[src/rtl/encoder83_pkg.sv]
// Shared constants and helpers for the 8-to-3 event encoder.
// Sizes of the request vector and of the code it is encoded to.
package encoder83_pkg;

  localparam int C_N = 8;
  localparam int C_W = 3;

  // One-hot mask of a request index.
  function automatic logic [C_N-1:0] onehot(input logic [C_W-1:0] idx);
    logic [C_N-1:0] one;
    one = {{(C_N-1){1'b0}}, 1'b1};
    return one << idx;
  endfunction

endpackage

[src/rtl/rr_pick8.sv]
// Picks the next pending index, round-robin from ptr or lowest-first.
// Double-width masked priority encoder: upper copy catches the wrap-around.
module rr_pick8
  import encoder83_pkg::*;
(
  input  logic [C_N-1:0] pend_i,
  input  logic [C_W-1:0] ptr_i,
  input  logic           rr_en_i,
  output logic           any_o,
  output logic [C_W-1:0] idx_o
);

  logic [C_W-1:0]   base;
  logic [C_N-1:0]   keep;
  logic [2*C_N-1:0] dbl;

  // Lower copy keeps only bits at or above the search start.
  always_comb begin
    base = rr_en_i ? ptr_i : '0;
    keep = ~((C_N'(1) << base) - C_N'(1));
    dbl  = {pend_i, pend_i & keep};
  end

  // Lowest set bit of the doubled vector, folded back to 0..7.
  always_comb begin
    any_o = |pend_i;
    idx_o = '0;
    for (int i = 2*C_N-1; i >= 0; i--) begin
      if (dbl[i]) idx_o = C_W'(i);
    end
  end

endmodule

[src/rtl/encoder83_rr.sv]
// Collects events on 8 request lines into a pending set and
// emits each as a 3-bit code over a valid/ready handshake.
module encoder83_rr
  import encoder83_pkg::*;
#(
  parameter logic P_EDGE = 1'b1,
  parameter logic P_RR   = 1'b1
) (
  input  logic           i_clk,
  input  logic           i_rst_n,
  input  logic [C_N-1:0] i_req,
  input  logic           i_opt,
  output logic           o_valid,
  output logic [C_W-1:0] o_code,
  input  logic           i_ready,
  output logic [C_N-1:0] o_pending,
  output logic           o_drop
);

  logic [C_N-1:0] req_q;
  logic           opt_q;
  logic [C_N-1:0] pend_q, pend_d;
  logic [C_W-1:0] code_q, code_d;
  logic           valid_q, valid_d;
  logic [C_W-1:0] ptr_q, ptr_d;
  logic           drop_q, drop_d;

  logic [C_N-1:0] e, e_prev, ev, claim;
  logic           load;
  logic           pick_any;
  logic [C_W-1:0] pick_idx;

  // Event detect; previous level reinterpreted with the current polarity.
  always_comb begin
    e      = i_opt ? ~i_req : i_req;
    e_prev = i_opt ? ~req_q : req_q;
    if (P_EDGE) begin
      ev = (i_opt != opt_q) ? '0 : (e & ~e_prev);
    end else begin
      ev = e;
    end
  end

  rr_pick8 u_pick (
    .pend_i  (pend_q),
    .ptr_i   (ptr_q),
    .rr_en_i (P_RR),
    .any_o   (pick_any),
    .idx_o   (pick_idx)
  );

  // Output load, claim, pending and pointer next state.
  always_comb begin
    load    = pick_any && (!valid_q || i_ready);
    claim   = load ? onehot(pick_idx) : '0;
    pend_d  = (pend_q & ~claim) | ev;
    drop_d  = P_EDGE && |(ev & pend_q & ~claim);
    code_d  = code_q;
    valid_d = valid_q;
    ptr_d   = ptr_q;
    if (load) begin
      code_d  = pick_idx;
      valid_d = 1'b1;
      ptr_d   = pick_idx + C_W'(1);
    end else if (valid_q && i_ready) begin
      valid_d = 1'b0;
    end
  end

  // State registers.
  always_ff @(posedge i_clk or negedge i_rst_n) begin
    if (!i_rst_n) begin
      req_q   <= '0;
      opt_q   <= 1'b0;
      pend_q  <= '0;
      code_q  <= '0;
      valid_q <= 1'b0;
      ptr_q   <= '0;
      drop_q  <= 1'b0;
    end else begin
      req_q   <= i_req;
      opt_q   <= i_opt;
      pend_q  <= pend_d;
      code_q  <= code_d;
      valid_q <= valid_d;
      ptr_q   <= ptr_d;
      drop_q  <= drop_d;
    end
  end

  assign o_valid   = valid_q;
  assign o_code    = code_q;
  assign o_pending = pend_q;
  assign o_drop    = drop_q;

endmodule

[config.mk]
export PLATFORM = sky130hd
export DESIGN_NAME = encoder83_rr
export DESIGN_NICKNAME = d
export VERILOG_FILES = /design/src/rtl/encoder83_pkg.sv /design/src/rtl/rr_pick8.sv /design/src/rtl/encoder83_rr.sv
export SDC_FILE = /design/constraint.sdc
export NUM_CORES = 1
export LEC_CHECK = 0
export ABC_AREA = 1
export CAP_MARGIN = 15
export CELL_PAD_IN_SITES_DETAIL_PLACEMENT = 1
export CELL_PAD_IN_SITES_GLOBAL_PLACEMENT = 2
export CORE_ASPECT_RATIO = 0.75
export CORE_MARGIN = 3
export CORE_UTILIZATION = 26
export DETAILED_ROUTE_END_ITERATION = 16
export PLACE_DENSITY = 0.73
export SKIP_LAST_GASP = 1
export SYNTH_ARGS = -nofsm -noshare
export SYNTH_HDL_FRONTEND = slang
export SYNTH_SLANG_ARGS = --single-unit
[constraint.sdc]
create_clock -name i_clk -period 1.97 [get_ports i_clk]
set_input_delay 0.394 -clock i_clk [delete_from_list [all_inputs] [get_ports i_clk]]
set_output_delay 0.394 -clock i_clk [all_outputs]
set_load 0.01 [all_outputs]
* After elaboration in Yosys (flattened, before gate mapping)
Cells that the tools add are included.
** Word-level totals
- Bits in registers :: 25
- Bits in latches :: 0
- Bits in writable memories :: 0
- ROM bits :: 0
- Bits of input ports :: 12
- Output and inout bits :: 13
- Word-level logic and storage cells :: 52
- Memories kept :: 0
** Operators by class
- Add/sub/neg operators :: 2
- $mul :: 0
- Div/mod/pow operators :: 0
- $lt $le $gt $ge :: 0
- Eq/ne operators :: 1
- Shifts and indexed selects :: 2
- Multiplexer cells :: 22
- Bitwise operators :: 11
- Reduce and logical (&&, ||, !) cells :: 7
** Operators by type and width (count)
- $mux 3 :: 16
- $and 8x8->8 :: 5
- $not 8->8 :: 5
- $mux 8 :: 4
- $reduce_or 8->1 :: 2
- $shl 1x3->8 const A :: 2
- $or 8x8->8 :: 1
- $sub 8x2->8 const B :: 1
- $add 3x1->3 const B :: 1
- $logic_and 1x1->1 :: 2
- $mux 1 :: 2
- $reduce_bool 2->1 :: 1
- $logic_not 1->1 :: 1
- $logic_or 1x1->1 :: 1
- $ne 1x1->1 :: 1

* Logic depth before layout (Yosys ltp)
Gate-level depths: netlist (run 1).
- Word-level depth :: 21
- Depth in mapped cells :: 22
- Gate-level depth less buffers :: 22

* By module
Synthesis (run 1) repeated with hierarchy kept, for this count alone.
** Second synthesis, totals
- Cell total of the unflattened synthesis :: 223
- Area total of the unflattened synthesis :: 1619.1 um^2
** By module, submodules not included
- encoder83_rr :: instances 1, cells an instance 152, area each 1260.0 um^2, seq. area each 625.6 um^2
- rr_pick8 :: instances 1, cells an instance 71, area each 359.1 um^2, seq. area each 0.0 um^2

* Worst setup path before layout (run 1)
OpenSTA, ideal clock, no wires.
- Path type :: flip-flop to flip-flop
- Start :: reg pend_q[4], in the netlist o_pending[4]
- End :: reg drop_q, in the netlist o_drop
- Library setup time :: 119 ps
- Data arrival time :: 1862 ps
- Required time :: 1851 ps
- Slack :: -11 ps
- Stages on the path, launching flop included :: 23
- Buffers on the path :: 0
- Clock period less this slack :: 1981 ps
- Cells stage by stage :: dfrtp_1 -> inv_1 -> nand2_1 -> nand2_1 -> nand2_1 -> nand2_1 -> nand2_1 -> nand2_1 -> nand2_1 -> nand2_1 -> nand2_1 -> nand2_1 -> nand2_1 -> nand2_1 -> nand2_1 -> inv_1 -> ha_1 -> ha_1 -> nand2_1 -> nand3_1 -> nand2_1 -> nor2_1 -> nand2_1
** Between the ends
- Cells in the longest elaborated chain, start to end :: 18
- Elaborated cells on any way between the ends :: 22
- Those cells by class :: shift: 1; mux: 14; bitwise: 4; reduce/logical: 3
** Ends and longest elaborated chain
- start: declaration :: line encoder83_rr.sv:22 : logic [C_N-1:0] pend_q, pend_d;
- start signal: assignment :: line encoder83_rr.sv:83 : pend_q <= pend_d;
- $mux 3 (8 in series) :: line rr_pick8.sv:29 : if (dbl[i]) idx_o = C_W'(i);
- $mux 3 * (5 in series) :: line rr_pick8.sv:29
- net pick_idx[0] :: line encoder83_rr.sv:31 : logic [C_W-1:0] pick_idx;
- $shl 1x3->8 * :: line encoder83_pkg.sv:12 : return one << idx;
- $mux 8 * :: line encoder83_rr.sv:55 : claim = load ? onehot(pick_idx) : '0;
- $not 8->8 * :: line encoder83_rr.sv:57 : drop_d = P_EDGE && |(ev & pend_q & ~claim);
- $and 8x8->8 * :: line encoder83_rr.sv:57
- $reduce_or 8->1 * :: line encoder83_rr.sv:57
- net drop_d :: line encoder83_rr.sv:26 : logic drop_q, drop_d;
- end signal: assignment :: line encoder83_rr.sv:87 : drop_q <= drop_d;
- end: declaration :: line encoder83_rr.sv:26
The timed path passes the listed nets; every way through them passes the cells marked *.
A chain may end at the register's enable or synchronous reset.

* Worst setup path after layout (run 1)
- Start :: reg ptr_q[0]
- End :: reg code_q[0], in the netlist o_code[0]
** Between the ends
- Cells in the longest elaborated chain, start to end :: 12
** Ends and longest elaborated chain
- start: declaration :: line encoder83_rr.sv:25 : logic [C_W-1:0] ptr_q, ptr_d;
- start signal: assignment :: line encoder83_rr.sv:86 : ptr_q <= ptr_d;
- $shl 1x3->8 * :: line rr_pick8.sv:20 : keep = ~((C_N'(1) << base) - C_N'(1));
- $sub 8x2->8 * :: line rr_pick8.sv:20
- $not 8->8 * :: line rr_pick8.sv:20
- $and 8x8->8 * :: line rr_pick8.sv:21 : dbl = {pend_i, pend_i & keep};
- $mux 3 (7 in series) :: line rr_pick8.sv:29
- $mux 3 * :: line rr_pick8.sv:29
- end signal: assignment :: line encoder83_rr.sv:84 : code_q <= code_d;
- end: declaration :: line encoder83_rr.sv:23 : logic [C_W-1:0] code_q, code_d;
Every way passes the cells marked *; elsewhere a longest branch is shown, timed or not.

==> results.json, run 1 <==
{
  "power_switching_share_pct": 43.52,
  "synth_area_leaders": "sky130_fd_sc_hd__dfrtp_1, sky130_fd_sc_hd__nand2_1, sky130_fd_sc_hd__nand3_1",
  "startpoint_type": "register",
  "power.net_switching_mw": 1.745,
  "worst_path_most_repeated_cell": "sky130_fd_sc_hd__buf_4",
  "crit_fanout": 3,
  "failed_checks": "setup timing",
  "ys_ff_latch": 25,
  "setup-violations-final": 4,
  "num_antenna_cells": 0,
  "grt_first_pass_wirelength_mm": 8.038,
  "gpl.final_weighted_congestion": 0.8597,
  "cellInternalPower_mw": 2.266,
  "path_cells": "or2_1 -> a21oi_2 -> inv_1 -> nand2_1 -> nand2_1 -> nand2_1 -> nand2_2 -> buf_4 -> buf_6 -> buf_4 -> buf_4 -> buf_4 -> buf_4 -> nand3_2 -> nand2_1",
  "p_leak_nw": 1.110,
  "power.share.sequential_pct": 20.0,
  "final_critical_path_time_including_i_o_delays_and_setup_ns": 2.080,
  "fillCellCount": 612,
  "timing.final.hold_violations": 0,
  "post_drt_via_cell_ratio": 4.515,
  "report.final.slew_viol_count": 0,
  "route.detailed.drc": 0,
  "power_density_mw_per_mm2": 1751,
  "synthesis.yosys.warnings": 0,
  "wire_length_reported_by_the_detailed_router_mm": 4.772,
  "insertion_delay_ns": 0.28,
  "synth_top_cell_by_area": "sky130_fd_sc_hd__dfrtp_1",
  "antenna_violating_nets_post_route": 0,
  "final_critical_path_setup_slack_ns": -0.1098,
  "fin_worst_skew_ns": 0.008576,
  "finish.cell_count_without_fillers": 326,
  "critPathBufInv": 7,
  "cts.sinks": 25,
  "largest_stage_delay_on_the_critical_path_ns": 0.42,
  "crit_path_end_kind": "register",
  "run_status": "finished with violations",
  "clockPowerShare_pct": 8.5,
  "maxSlewHeadroom_pct": 76.67,
  "floorplan.initialDensity_pct": 28.08,
  "ctsRootBufferMaster": "sky130_fd_sc_hd__clkbuf_8",
  "final_net_count": 273,
  "critical-path-top-delay-family": "buffers and inverters",
  "mappedNetlistNets": 209,
  "pwr-share-comb_pct": 71.6,
  "clock_tree.htree_level_count": 1,
  "cts_inserted_buffers": 3,
  "placementRows": 22,
  "area_share_of_the_largest_cell_type_after_synthesis_pct": 43.74,
  "type_of_the_worst_min_delay_path": "in -> async",
  "final_layout_size_suffix_gt1_share_pct": 34.65,
  "vias": 1472,
  "die-area_mm2": 0.006436,
  "multi_input_comb_area_um2": 883.3,
  "postSynthCellCount": 191,
  "port_buffers": 24,
  "die_width_um": 91.64,
  "crit_path_top_delay_cell": "sky130_fd_sc_hd__dfrtp_1",
  "drt-wirelength-per-cell_um": 14.64,
  "criticalPathCategory": "reg -> reg",
  "finalSetupTns_ns": -0.3569,
  "area_delta_synth_final_pct": 60.19,
  "syn_avg_cell_area_um2": 7.488,
  "placed_cells_incl_taps": 308,
  "final.hold.worst_slack_ns": 0.4832,
  "antenna_found_initial": 0,
  "grt_start_max_net_pins": 26,
  "tritoncts_clock_tree": "built",
  "detailedRoute.firstIterationViolations": 54,
  "layout.area.seq_um2": 625.6,
  "grt.overflow.total": 0,
  "track_usage_pct": 15.57,
  "cp_data_arrival_time_ns": 2.26,
  "clk_pin_slew_worst_paths_ns": 0.10,
  "ioPinCount": 25,
  "max_slew.worst_pin.slew_ns": 0.3500,
  "grt_setup_unrepaired": "true",
  "fp.dieH_um": 70.23,
  "power_mw": 4.011,
  "final.period_utilization_pct": 105.6,
  "required_ns": 2.15,
  "max-vdd-ir-drop_mv": 0.6474,
  "max-clock-path-buffers": 2,
  "place_hpwl_mm": 3.427,
  "synthDistinctLibCells": 24,
  "maxClockFrequency_ghz": 0.4808,
  "design.core.area_mm2": 0.005092,
  "first_global_vias": 1651,
  "post_synthesis_sequential_area_ratio_pct": 43.74,
  "post_synth_instance_area_mm2": 0.001430,
  "drt_pre_antenna_iters": 4,
  "drv.max_cap_violation_count": 0
}
## repair_timing
| item | CTS | global route |
|---|---|---|
| setup endpoints to repair | 2 | 12 |
| hold buffers | 0 | 0 |
| buffers inserted | 11 | 3 |
| pin swaps | 12 | 14 |
| resized for setup | 30 | 20 |
## layer usage
metal / part of all wire (%) / GRT usage, % / up-vias
met2: 49 / 25.75 / 21
li1: - / - / 728
met4: 0.25 / 2.174 / 0
met3: 3.2 / 2.799 / 2
met5: 0 / 0 / -
met1: 48 / 21.62 / 721
## final timing paths
check | slack, ns | start | depth (start not counted) | end
min in group i_clk | 0.51 | o_code[1]$_DFFE_PN0P_ | 2 | o_code[1]$_DFFE_PN0P_
setup / recovery | -0.11 | ptr_q[0]$_DFFE_PN0P_ | 15 | o_code[0]$_DFFE_PN0P_
setup reg to reg | -0.11 | ptr_q[0]$_DFFE_PN0P_ | 15 | o_code[0]$_DFFE_PN0P_
max in group asynchronous | 1.22 | i_rst_n | 2 | o_pending[2]$_DFF_PN0_
hold / removal | 0.48 | i_rst_n | 2 | req_q[0]$_DFF_PN0_
hold reg to reg | 0.51 | o_code[1]$_DFFE_PN0P_ | 2 | o_code[1]$_DFFE_PN0P_
## metrics by stage
stage	setup WS (ns)	utilization [%]	instance area (um^2)
after floorplan	0.02567	-	1430
after global placement	-0.01916	37.71	1921
after detailed placement	-0.1051	37.71	1921
after CTS	-0.02366	43.32	2206
after global routing	-0.3340	44.99	2291
final	-0.1098	44.99	2291
## cell usage in the layout (no fill, tap or decap)
cell	n
sky130_fd_sc_hd__nand2_1	48
sky130_fd_sc_hd__nor2_1	16
sky130_fd_sc_hd__a21o_1	4
sky130_fd_sc_hd__nand3b_1	1
sky130_fd_sc_hd__buf_12	1
sky130_fd_sc_hd__nor3_1	2
sky130_fd_sc_hd__inv_2	8
sky130_fd_sc_hd__ha_4	6
sky130_fd_sc_hd__or2_1	1
sky130_fd_sc_hd__nand3_2	9
sky130_fd_sc_hd__nor2_4	2
sky130_fd_sc_hd__o211ai_1	1
sky130_fd_sc_hd__nand3_1	8
sky130_fd_sc_hd__nand3_4	2
sky130_fd_sc_hd__inv_6	1
sky130_fd_sc_hd__clkbuf_8	3
sky130_fd_sc_hd__inv_4	1
sky130_fd_sc_hd__buf_6	3
sky130_fd_sc_hd__clkdlybuf4s50_1	24
sky130_fd_sc_hd__nand2_4	4
sky130_fd_sc_hd__dfrtp_1	25
sky130_fd_sc_hd__buf_4	32
sky130_fd_sc_hd__inv_1	17
sky130_fd_sc_hd__nand2_2	10
sky130_fd_sc_hd__nor2_2	3
sky130_fd_sc_hd__a21oi_2	1
sky130_fd_sc_hd__clkinv_1	2
sky130_fd_sc_hd__nand4_1	2
sky130_fd_sc_hd__o21ai_2	2
sky130_fd_sc_hd__a21oi_1	6
sky130_fd_sc_hd__o21ai_0	8
sky130_fd_sc_hd__xnor2_1	1
## Yosys cell counts (all sizes together)
| master | n |
|---|---|
| ha | 6 |
| clkinv | 2 |
| nand3b | 1 |
| a21oi | 7 |
| nor2 | 21 |
| a21o | 4 |
| buf | 1 |
| xnor2 | 1 |
| o21ai | 10 |
| nand4 | 2 |
| dfrtp | 25 |
| or2 | 1 |
| nand2 | 62 |
| o211ai | 1 |
| inv | 26 |
| nand3 | 19 |
| nor3 | 2 |
## layout make-up
type                    count  share of cell area, %
inverters                  28                  4.697
flip-flops and latches     25                  27.31
multi-input cells         137                  38.56
repair buffers             60                  23.32
clock buffers               3                  1.802
well taps                  72                  3.932
clock inverters             1                 0.3823
## sequential cells by signal, summed over array words and instances, names as in the netlist
| register | count |
|---|---|
| o_pending | 8 |
| req_q | 8 |
| o_code | 3 |
| ptr_q | 3 |
| o_drop | 1 |
| o_valid | 1 |
| opt_q | 1 |
## power groups by stage
stage          Clock, mW  Sequential [mW]  Combinational (mW)
2_1_floorplan          0            0.856               0.854
3_3_place_gp           0            0.800                1.71
3_5_place_dp           0            0.806                1.76
4_1_cts            0.361            0.796                2.53
5_1_grt            0.374            0.823                3.14
6_report           0.339            0.802                2.87
## cell families after synthesis
| logic type | after synthesis | synth area share, % |
|---|---|---|
| XOR/XNOR | 1 | 0.6125 |
| AO/OA/AOI/OAI | 22 | 9.099 |
| AND/OR/NAND/NOR | 108 | 33.60 |
| buffers and inverters | 29 | 7.699 |
| adder cells (fa/ha/maj) | 6 | 5.249 |
| flip-flops | 25 | 43.74 |
(Power assumes the default switching activity.)
==> inputs of run 2 (changes only) <==
--- a/config.mk
+++ b/config.mk
@@ -7,14 +7,16 @@
 export LEC_CHECK = 0
 export ABC_AREA = 1
 export CAP_MARGIN = 15
-export CELL_PAD_IN_SITES_DETAIL_PLACEMENT = 1
-export CELL_PAD_IN_SITES_GLOBAL_PLACEMENT = 2
+export CELL_PAD_IN_SITES_DETAIL_PLACEMENT = 0
+export CELL_PAD_IN_SITES_GLOBAL_PLACEMENT = 1
 export CORE_ASPECT_RATIO = 0.75
 export CORE_MARGIN = 3
-export CORE_UTILIZATION = 26
+export CORE_UTILIZATION = 40
 export DETAILED_ROUTE_END_ITERATION = 16
+export DONT_BUFFER_PORTS = 1
 export PLACE_DENSITY = 0.73
 export SKIP_LAST_GASP = 1
 export SYNTH_ARGS = -nofsm -noshare
 export SYNTH_HDL_FRONTEND = slang
 export SYNTH_SLANG_ARGS = --single-unit
+export TNS_END_PERCENT = 100
==> results.json, run 2 (synthesized netlist as in run 1, its figures left out) <==
{
  "criticalPathCategory": "reg -> reg",
  "clock_tree.htree_level_count": 1,
  "max-clock-path-buffers": 2,
  "design.core.area_mm2": 0.003356,
  "post_drt_via_cell_ratio": 4.954,
  "wire_length_reported_by_the_detailed_router_mm": 3.512,
  "max_slew.worst_pin.slew_ns": 0.3863,
  "track_usage_pct": 18.07,
  "ctsRootBufferMaster": "sky130_fd_sc_hd__clkbuf_8",
  "num_antenna_cells": 0,
  "drv.max_cap_violation_count": 0,
  "first_global_vias": 1284,
  "die_width_um": 75.05,
  "timing.final.hold_violations": 0,
  "area_delta_synth_final_pct": 28.87,
  "cp_data_arrival_time_ns": 2.23,
  "power_mw": 3.079,
  "die-area_mm2": 0.004336,
  "fp.dieH_um": 57.78,
  "cts_inserted_buffers": 3,
  "failed_checks": "setup timing",
  "final_layout_size_suffix_gt1_share_pct": 29.22,
  "final_net_count": 238,
  "layout.core_utilization_pct": 54.92,
  "drt-wirelength-per-cell_um": 13.56,
  "startpoint_type": "register",
  "fillCellCount": 318,
  "grt_start_max_net_pins": 26,
  "required_ns": 2.14,
  "route.detailed.drc": 0,
  "crit_fanout": 3,
  "port_buffers": 0,
  "gpl.final_weighted_congestion": 0.8294,
  "placementRows": 18,
  "grt.overflow.total": 0,
  "power_density_mw_per_mm2": 1671,
  "setup-violations-final": 1,
  "ioPinCount": 25,
  "placed_cell_area_mm2": 0.001633,
  "final.hold.worst_slack_ns": 0.1395,
  "grt_first_pass_wirelength_mm": 6.016,
  "insertion_delay_ns": 0.27,
  "most_common_cell_after_layout_fill_and_taps_aside": "sky130_fd_sc_hd__nand2_1",
  "maxSlewHeadroom_pct": 74.06,
  "place_hpwl_mm": 2.624,
  "final.period_utilization_pct": 104.3,
  "final_critical_path_time_including_i_o_delays_and_setup_ns": 2.055,
  "detailedRoute.firstIterationViolations": 76,
  "antenna_violating_nets_post_route": 0,
  "final_critical_path_setup_slack_ns": -0.08477,
  "drt_pre_antenna_iters": 4,
  "run_status": "finished with violations",
  "report.final.slew_viol_count": 0,
  "max-vdd-ir-drop_mv": 0.8847,
  "type_of_the_worst_min_delay_path": "in -> reg",
  "tritoncts_clock_tree": "built",
  "crit_path_end_kind": "register",
  "floorplan.initialDensity_pct": 42.62,
  "grt_setup_unrepaired": "true",
  "antenna_found_initial": 0,
  "final_cell_area_mm2": 0.001843,
  "clk_pin_slew_worst_paths_ns": 0.09,
  "vias": 1283,
  "fin_worst_skew_ns": 0.008165,
  "p_leak_nw": 0.9312,
  "maxClockFrequency_ghz": 0.4867,
  "cts.sinks": 25,
  "layout_common_cells": "sky130_fd_sc_hd__nand2_1, sky130_fd_sc_hd__dfrtp_1, sky130_fd_sc_hd__buf_4, sky130_fd_sc_hd__inv_1, sky130_fd_sc_hd__nor2_1"
}
[run 2: cell types whose count changed in the layout (fill, tap and decap cells not counted), moves of 3 or more]
| cell | delta |
|---|---|
| sky130_fd_sc_hd__clkdlybuf4s50_1 | -24 |
| sky130_fd_sc_hd__buf_4 | -10 |
| sky130_fd_sc_hd__nand2_4 | -3 |
| sky130_fd_sc_hd__nand2_1 | +5 |
| sky130_fd_sc_hd__nand3_1 | +3 |
[run 2: critical path, stage by stage, from the launching register on]
cell	delay [ns]
sky130_fd_sc_hd__dfrtp_1	0.38
sky130_fd_sc_hd__inv_2	0.05
sky130_fd_sc_hd__buf_4	0.12
sky130_fd_sc_hd__buf_4	0.13
sky130_fd_sc_hd__o211ai_1	0.09
sky130_fd_sc_hd__nand3_1	0.09
sky130_fd_sc_hd__nand3_1	0.09
sky130_fd_sc_hd__nand2_1	0.05
sky130_fd_sc_hd__nand2_1	0.06
sky130_fd_sc_hd__nand3_1	0.08
sky130_fd_sc_hd__nand3_2	0.10
sky130_fd_sc_hd__buf_6	0.12
sky130_fd_sc_hd__ha_2	0.19
sky130_fd_sc_hd__nand3_1	0.11
sky130_fd_sc_hd__nand3_1	0.09
sky130_fd_sc_hd__nand2_1	0.06
sky130_fd_sc_hd__nor2_1	0.10
sky130_fd_sc_hd__nand2_1	0.05
[run 2: per-stage QoR]
step / instances / worst slack [ns] / setup TNS [ns]
after floorplan: 191 / 0.02567 / 0
after global placement: 251 / 0.001199 / 0
after detailed placement: 251 / -0.02269 / -0.02269
after CTS: 258 / 0.002738 / 0
after global routing: 259 / -0.2965 / -1.326
final: 259 / -0.08477 / -0.08477
[run 2: final timing paths]
kind	start	end	slack [ns]	cells after the start
worst max-delay path	o_pending[4]$_DFF_PN0_	o_drop$_DFF_PN0_	-0.08	17
worst min-delay path	i_req[6]	req_q[6]$_DFF_PN0_	0.14	0
worst max register to register	o_pending[4]$_DFF_PN0_	o_drop$_DFF_PN0_	-0.08	17
worst min register to register	ptr_q[0]$_DFFE_PN0P_	ptr_q[0]$_DFFE_PN0P_	0.53	2
max in group asynchronous	i_rst_n	ptr_q[0]$_DFFE_PN0P_	1.27	2
min in group asynchronous	i_rst_n	o_valid$_DFFE_PN0P_	0.54	2
[run 2: repair_timing]
| action | in CTS | in global routing |
|---|---|---|
| setup endpoints to repair | 2 | 11 |
| pin swaps | 3 | 11 |
| gates cloned | 0 | 0 |
| setup buffers | 1 | 1 |
| endpoints found under the hold margin | 25 | 0 |
| gates resized for setup | 8 | 23 |
| hold buffers | 2 | 0 |
[run 2: routing by layer]
metal	up-vias	global-route usage (%)	share of wire [%]
met3	4	5.026	5.7
met2	29	27.92	45
met5	-	0	0
met4	0	4.315	1.1
li1	657	-	-
met1	593	25.16	48
[run 2: power breakdown]
part           internal (mW)  leakage (nW)  total [mW]  switching (mW)
Combinational          0.875         0.624        1.95            1.08
Sequential             0.671         0.285       0.814           0.143
Clock                  0.145        0.0228       0.311           0.166
[run 2: area by class of cell]
| class | instances | area, um^2 | area share [%] |
|---|---|---|---|
| clock buffers | 4 | 45.04 | 2.444 |
| inverters | 28 | 105.1 | 5.703 |
| multi-input cells | 137 | 810.8 | 43.99 |
| flip-flops and latches | 25 | 625.6 | 33.94 |
| well taps | 40 | 50.05 | 2.716 |
| repair buffers | 25 | 206.4 | 11.20 |
==> inputs of run 3 (changes only) <==
--- a/config.mk
+++ b/config.mk
@@ -7,14 +7,12 @@
 export LEC_CHECK = 0
 export ABC_AREA = 1
 export CAP_MARGIN = 15
-export CELL_PAD_IN_SITES_DETAIL_PLACEMENT = 0
-export CELL_PAD_IN_SITES_GLOBAL_PLACEMENT = 1
 export CORE_ASPECT_RATIO = 0.75
 export CORE_MARGIN = 3
-export CORE_UTILIZATION = 40
+export CORE_UTILIZATION = 45
 export DETAILED_ROUTE_END_ITERATION = 16
 export DONT_BUFFER_PORTS = 1
-export PLACE_DENSITY = 0.73
+export PLACE_DENSITY = 0.62
 export SKIP_LAST_GASP = 1
 export SYNTH_ARGS = -nofsm -noshare
 export SYNTH_HDL_FRONTEND = slang
==> results.json, run 3 (synthesized netlist as in run 1, its figures left out) <==
{
  "run_status": "finished with violations",
  "failed_checks": "setup timing",
  "antenna_found_initial": 0,
  "top_usage_layer": "met2",
  "final_critical_path_time_including_i_o_delays_and_setup_ns": 1.996,
  "most_common_cell_after_layout_fill_and_taps_aside": "sky130_fd_sc_hd__nand2_1",
  "antenna_violating_nets_post_route": 0,
  "gpl.final_weighted_congestion": 0.8835,
  "maxSlewHeadroom_pct": 71.70,
  "r2r-start": "o_pending[4]$_DFF_PN0_",
  "place_hpwl_mm": 2.494,
  "area_delta_synth_final_pct": 25.37,
  "report.final.slew_viol_count": 0,
  "crit_fanout": 3,
  "final_cell_area_mm2": 0.001793,
  "drt-wirelength-per-cell_um": 13.56,
  "final.hold.worst_slack_ns": 0.1305,
  "clk_pin_slew_worst_paths_ns": 0.10,
  "criticalPathCategory": "reg -> reg",
  "wire_length_reported_by_the_detailed_router_mm": 3.391,
  "reg2reg_setup_slack_ns": -0.03,
  "timing.final.hold_violations": 0,
  "type_of_the_worst_min_delay_path": "in -> reg",
  "die-area_mm2": 0.003897,
  "placementRows": 17,
  "grt.overflow.total": 0,
  "ioPinCount": 25,
  "vias": 1281,
  "drt_pre_antenna_iters": 4,
  "maxClockFrequency_ghz": 0.5011,
  "finalSetupTns_ns": -0.03519,
  "grt_use_met2_pct": 28.92,
  "cts.sinks": 25,
  "worst_hold_path.num_cells": 0,
  "cp_data_arrival_time_ns": 2.18,
  "drv.max_cap_violation_count": 0,
  "crit_path_end_kind": "register",
  "final.period_utilization_pct": 101.3,
  "max_slew.worst_pin.slew_ns": 0.4215,
  "p_leak_nw": 0.9052,
  "placed_cell_area_mm2": 0.001570,
  "use_met3_pct": 5.688,
  "grt_start_max_net_pins": 26,
  "insertion_delay_ns": 0.28,
  "post_drt_via_cell_ratio": 5.124,
  "required_ns": 2.15,
  "power_density_mw_per_mm2": 1662,
  "tritoncts_clock_tree": "built",
  "worst-r2r-cell-count": 22,
  "final_critical_path_setup_slack_ns": -0.02555,
  "grt_setup_unrepaired": "true",
  "die_width_um": 71.10,
  "design.core.area_mm2": 0.002999,
  "grt_first_pass_wirelength_mm": 5.630,
  "startpoint_type": "register",
  "floorplan.initialDensity_pct": 47.68,
  "cts_inserted_buffers": 3,
  "num_antenna_cells": 0,
  "max-vdd-ir-drop_mv": 0.8626,
  "worstSetupEndpoint": "o_drop$_DFF_PN0_",
  "first_global_vias": 1220,
  "ctsRootBufferMaster": "sky130_fd_sc_hd__clkbuf_8",
  "layout_common_cells": "sky130_fd_sc_hd__nand2_1, sky130_fd_sc_hd__dfrtp_1, sky130_fd_sc_hd__inv_1, sky130_fd_sc_hd__nor2_1, sky130_fd_sc_hd__buf_4",
  "max-clock-path-buffers": 2,
  "met1_usage_pct": 26.18,
  "fin_worst_skew_ns": 0.006141,
  "worstReg2RegEnd": "o_drop$_DFF_PN0_",
  "port_buffers": 0,
  "setup-violations-final": 2,
  "route.detailed.drc": 0,
  "detailedRoute.firstIterationViolations": 87,
  "cp-startpoint": "o_pending[4]$_DFF_PN0_",
  "track_usage_pct": 18.97,
  "final_net_count": 231,
  "fp.dieH_um": 54.82,
  "clock_tree.htree_level_count": 1,
  "final_layout_size_suffix_gt1_share_pct": 27.36
}
run 3: what timing repair did:
| item | 4_1_cts | 5_1_grt |
|---|---|---|
| setup endpoints to repair | 1 | 9 |
| cloned | 0 | 0 |
| gates resized for setup | 18 | 12 |
| pin swaps | 8 | 8 |
| setup buffers | 3 | 0 |
| hold endpoints to repair | 25 | 0 |
| hold buffers | 2 | 0 |
run 3: through the flow:
step                      util (%)  worst slack [ns]  power [mW]  cells
after floorplan                  -           0.02567       1.710    191
after global placement       52.36          -0.03042       2.170    241
after detailed placement     52.36          -0.07233       2.196    241
after CTS                    58.45          -0.01144       2.851    250
after global routing         59.78           -0.2594       3.225    250
final                        59.78          -0.02555       2.980    250
run 3: worst max-delay path, cell delays in order, from the launching register on:
cell	delay [ns]
sky130_fd_sc_hd__dfrtp_1	0.40
sky130_fd_sc_hd__inv_2	0.08
sky130_fd_sc_hd__nand2_2	0.05
sky130_fd_sc_hd__nand2_2	0.06
sky130_fd_sc_hd__nand2_1	0.04
sky130_fd_sc_hd__nand2_1	0.05
sky130_fd_sc_hd__nand2_1	0.05
sky130_fd_sc_hd__nand2_1	0.06
sky130_fd_sc_hd__nand2_1	0.05
sky130_fd_sc_hd__nand2_1	0.05
sky130_fd_sc_hd__nand2_1	0.05
sky130_fd_sc_hd__nand2_1	0.05
sky130_fd_sc_hd__nand2_1	0.05
sky130_fd_sc_hd__nand2_2	0.06
sky130_fd_sc_hd__nand2_2	0.06
sky130_fd_sc_hd__inv_2	0.08
sky130_fd_sc_hd__ha_4	0.16
sky130_fd_sc_hd__ha_4	0.14
sky130_fd_sc_hd__nand2_4	0.05
sky130_fd_sc_hd__nand3_2	0.07
sky130_fd_sc_hd__nand2_1	0.05
sky130_fd_sc_hd__nor2_1	0.12
sky130_fd_sc_hd__nand2_1	0.06
run 3: where the power goes:
| group | internal (mW) | switching (mW) | leakage, nW |
|---|---|---|---|
| combinational | 0.786 | 1.03 | 0.595 |
| clock | 0.149 | 0.186 | 0.0261 |
| sequential | 0.673 | 0.151 | 0.284 |
run 3: area by class of cell:
class | instances | area [um^2]
Timing Repair Buffer | 18 | 150.1
Tap cell | 38 | 47.55
Clock buffer | 3 | 41.29
Clock inverter | 1 | 8.758
Inverter | 28 | 105.1
Fill cell | 260 | 1206
Sequential cell | 25 | 626.9
Multi-Input combinational cell | 137 | 813.3
run 3: layer usage:
metal / share of wire (%) / vias up
met5: 0 / -
met4: 1.1 / 0
met3: 6.9 / 4
met2: 42 / 39
met1: 50 / 594
li1: - / 644
run 3: worst min-delay path by stage:
stage | from | to | slack [ns]
2_1_floorplan | i_rst_n | o_code[0]$_DFFE_PN0P_ | 0.1
3_3_place_gp | i_rst_n | req_q[6]$_DFF_PN0_ | 0.1
3_5_place_dp | i_rst_n | req_q[6]$_DFF_PN0_ | 0.1
4_1_cts | i_req[0] | req_q[0]$_DFF_PN0_ | 0.12
5_1_grt | i_req[0] | req_q[0]$_DFF_PN0_ | 0.11
6_report | i_req[5] | req_q[5]$_DFF_PN0_ | 0.13
